### config.mk
export PLATFORM = sky130hd
export DESIGN_NAME = stream_maxpool
export DESIGN_NICKNAME = d
export VERILOG_FILES = /design/src/rtl/stream_maxpool.sv
export SDC_FILE = /design/constraint.sdc
export NUM_CORES = 1
export LEC_CHECK = 0
export CAP_MARGIN = 20
export CORE_MARGIN = 1.5
export CORE_UTILIZATION = 40
export DETAILED_ROUTE_END_ITERATION = 6
export PLACE_DENSITY = 0.67
export RECOVER_POWER = 100
export SKIP_CTS_REPAIR_TIMING = 1
export SLEW_MARGIN = 10
export SYNTH_ARGS = -nofsm -noshare
export SYNTH_HDL_FRONTEND = slang
export SYNTH_SLANG_ARGS = --single-unit
### constraint.sdc
create_clock -name clk -period 4.8 [get_ports clk]
set_input_delay 1.2 -clock clk [delete_from_list [all_inputs] [get_ports clk]]
set_output_delay 1.2 -clock clk [all_outputs]
set_load 0.01 [all_outputs]
### src/rtl/stream_maxpool.sv
`default_nettype none
// ============================================================================
// Module   : stream_maxpool
// Brief    : Streaming signed max-pool over fixed-length vectors, one output
//            register, valid/ready on both sides. Define POOL_PARTIAL_EN to
//            also emit the max of a trailing partial window.
// Revision : 1.0 - initial release
// ============================================================================
module stream_maxpool #(
    parameter int T = 16,
    parameter int L = 13,
    parameter int P = 2
) (
    input  logic         clk,
    input  logic         reset,
    input  logic [T-1:0] s_data_in_y,
    input  logic         s_valid_y,
    output logic         s_ready_y,
    output logic [T-1:0] m_data_out_z,
    output logic         m_valid_z,
    input  logic         m_ready_z
);

    localparam int c_pos_w = (L > 1) ? $clog2(L) : 1;
    localparam int c_win_w = (P > 1) ? $clog2(P) : 1;
    localparam logic [c_pos_w-1:0] c_last_pos = c_pos_w'(L - 1);
    localparam logic [c_win_w-1:0] c_last_win = c_win_w'(P - 1);

    logic [c_pos_w-1:0] r_pos;
    logic [c_win_w-1:0] r_win;
    logic [T-1:0]       r_max;
    logic [T-1:0]       r_out_data;
    logic               r_out_valid;

    logic               w_ready;
    logic               w_accept;
    logic               w_last_pos;
    logic               w_win_close;
    logic               w_emit;
    logic [T-1:0]       w_new_max;

    assign w_ready     = !reset && (!r_out_valid || m_ready_z);
    assign w_accept    = s_valid_y && w_ready;
    assign w_last_pos  = (r_pos == c_last_pos);
    assign w_win_close = (r_win == c_last_win);

    // First sample of a window replaces the running max outright.
    assign w_new_max = ((r_win == '0) || ($signed(s_data_in_y) > $signed(r_max)))
                     ? s_data_in_y : r_max;

`ifdef POOL_PARTIAL_EN
    assign w_emit = w_win_close || w_last_pos;
`else
    assign w_emit = w_win_close;
`endif

    always_ff @(posedge clk) begin
        if (reset) begin
            r_pos       <= '0;
            r_win       <= '0;
            r_max       <= '0;
            r_out_data  <= '0;
            r_out_valid <= 1'b0;
        end else begin
            if (w_accept) begin
                r_max <= w_new_max;
                r_pos <= w_last_pos ? '0 : r_pos + c_pos_w'(1);
                r_win <= (w_last_pos || w_win_close) ? '0 : r_win + c_win_w'(1);
            end
            if (w_accept && w_emit) begin
                r_out_data  <= w_new_max;
                r_out_valid <= 1'b1;
            end else if (r_out_valid && m_ready_z) begin
                r_out_valid <= 1'b0;
            end
        end
    end

    assign s_ready_y    = w_ready;
    assign m_data_out_z = r_out_data;
    assign m_valid_z    = r_out_valid;

endmodule
`default_nettype wire

==> flow_summary.yaml <==
timing:
  maxClockFrequency_mhz: 246
  fin_crit_sh: 0.848
  slew_headroom: 0.250
  hold_viol: 0
  worst_pin_slew_ns: 1.12
  clock_skew_ns: 0.0107
  rsz0062_at_grt: "no"
  drv_slew: 0
  finalSetupViolations: 0
  min_period_ns: 4.07
  finalSetupTns_ns: 0
synth:
  syn_area_per_cell_um2: 9.08
  yosys-top-cells-count: "dfxtp_1, nand2_1, inv_1"
  async_flop_share: 0
  synth_top_area_share: 0.373
  yosysUniqueCellTypes: 33
  netlist_instances: 225
  synth_top_area_cell: "dfxtp_1"
  ys_seq_area_frac: 0.373
  netlist_area_mm2: 0.00204
  synth.most_common_cell: "dfxtp_1"
  ys_ff_latch: 38
  synth-edff-count: 0
  synthFlopType: "dfxtp_1"
  ys_top_cells_by_area: "dfxtp_1, ha_1, a311o_1"
  synth_warnings: 0
  synth_fp_nets: 263
placed_design:
  gp_congestion: 0.782
  port_buffers: 37
  hpwlAfterDp_mm: 2.93
  placedCellCount: 319
global_routing:
  grt_max_degree: 49
  antenna_found_initial: 0
  grt.overflow.total: 0
  track_usage: 0.176
  grt_first_pass_wirelength_mm: 7.52
  grt_pass1_vias: 1593
floorplanning:
  io-pin-count: 38
  core_mm2: 0.00482
  die-area_mm2: 0.00554
  fp-row-count: 25
  dieHeight_um: 74.5
  initial_core_util: 0.424
  die_w_um: 74.5
cells_and_area:
  fin_util: 0.526
  layout.nets: 297
  drive_gt1_frac: 0.0577
  final_cells: 327
  n_fill_cell: 483
  area_growth_pct: 24.1
  n_antenna_cell: 0
hold_path:
  min_to: "r_max[13]"
  hp-start: "r_max[13]"
  hold_path.class: "register to register"
  holdPathStages: 1
worst_setup_path:
  rr_worst_depth: 9
  arrival_ns: 4.30
  crit_type: "input pin to register"
  reg2reg_from: "r_max[15]"
  critPathLaunchType: "input pin"
  rr_endpoint: "m_data_out_z[8]"
  cp_data_required_time_ns: 5.03
  rrSetupSlack_ns: 1.73
  end_kind: "register"
  critPathMaxFanout: 9
routing:
  drc_errors: 0
  wl_per_cell_um: 13.7
  vias: 1768
  dr.first_iter.drc_count: 134
  ant_nets: 0
  dr.pass1.iters: 4
  via_per_inst: 5.41
  routed_wirelength_mm: 4.49
power_and_ir_drop:
  ir_drop_uv: 171
  p_leak_nw: 0.999
  power.total_mw: 0.716
  powerDensity_mw_per_mm2: 283
clocking:
  numCtsBuffers: 5
  clock_sinks: 38
  htree_levels: 2
  clk_pin_slew_ns: 0.07
  cts-root-buf: "clkbuf_8"
  cts_tree: "built"
  clk_path_buf_depth: 2
  insertion_delay_ns: 0.29
run:
  drv_cap: 0
outcome:
  outcome: "finished, final reports clean"
through the flow:
| step | hold slack, ns | worst slack [ns] | cell area, um2 |
|---|---|---|---|
| 2_1_floorplan | 0.464 | 1.45 | 2040 |
| 3_3_place_gp | 0.483 | 0.784 | 2450 |
| 3_5_place_dp | 0.479 | 0.747 | 2450 |
| 4_1_cts | 0.505 | 1.04 | 2540 |
| 5_1_grt | 0.527 | 0.388 | 2530 |
| 6_report | 0.504 | 0.730 | 2530 |
power breakdown:
| part | switching (mW) | total, mW | internal [mW] |
|---|---|---|---|
| logic | 0.0797 | 0.144 | 0.0641 |
| registers | 0.0122 | 0.345 | 0.333 |
| clock network | 0.111 | 0.227 | 0.116 |
flip-flops by register name, indices dropped and copies added (netlist names):
register and flops:
m_valid_z 1, r_max 16, m_data_out_z 16, r_win 1
r_pos 4
placed cells by master, fill, tap and decap left out, drive strengths merged, types with 2 or more instances in the layout:
cell type and count:
buf 4, nor2 5, o21ai 2, ha 18, dlygate4sd3 19, a211oi 2, a21o 2, a311oi 2
nor3 17, clkdlybuf4s50 18, and3 2, a311o 16, nor3b 16, nand4 4, inv 21, a22o 16
clkbuf 8, nand2 24, dfxtp 38, a21oi 13
cell type report:
type,instances,area [um2],area share
Multi-Input combinational cell,151,1110,0.440
Sequential cell,38,761,0.300
Timing Repair Buffer,42,404,0.160
Clock buffer,7,86.3,0.0341
Tap cell,67,83.8,0.0331
Inverter,21,78.8,0.0311
Clock inverter,1,5.00,0.00198
worst max-delay path by stage:
stage / startpoint / endpoint / slack (ns) / depth (start not counted)
6_report: s_data_in_y[15] / m_data_out_z[8] / 0.73 / 9
5_1_grt: s_data_in_y[7] / m_data_out_z[8] / 0.39 / 9
4_1_cts: s_data_in_y[7] / r_max[9] / 1.04 / 8
3_5_place_dp: s_data_in_y[15] / r_max[9] / 0.75 / 8
3_3_place_gp: s_data_in_y[7] / r_max[7] / 0.78 / 8
2_1_floorplan: s_data_in_y[7] / m_data_out_z[10] / 1.45 / 10
cells by family after synthesis:
logic type,after synthesis,share of synthesized area
AND/OR/NAND/NOR,75,0.205
adder cells (fa/ha/maj),18,0.110
flip-flops,38,0.373
buffers and inverters,36,0.0790
AO/OA/AOI/OAI,58,0.233
critical path, stage by stage:
cell,delay [ns]
clkdlybuf4s50_1,0.47
ha_1,0.36
nand4_2,0.16
nor4_2,0.27
a211oi_1,0.14
a211oi_1,0.75
or2_0,0.50
buf_4,0.28
a311o_1,0.17
per-layer routing:
metal  GRT usage  wire [um]  vias to the layer above  share of wire
met5           0          0                        -              0
met4      0.0586         55                        0          0.012
met3      0.0528        252                        7          0.056
met2       0.266       2010                       51           0.45
met1       0.240       2170                      812           0.48
li1            -          -                      898              -
Power figures use the tool's default switching activity.
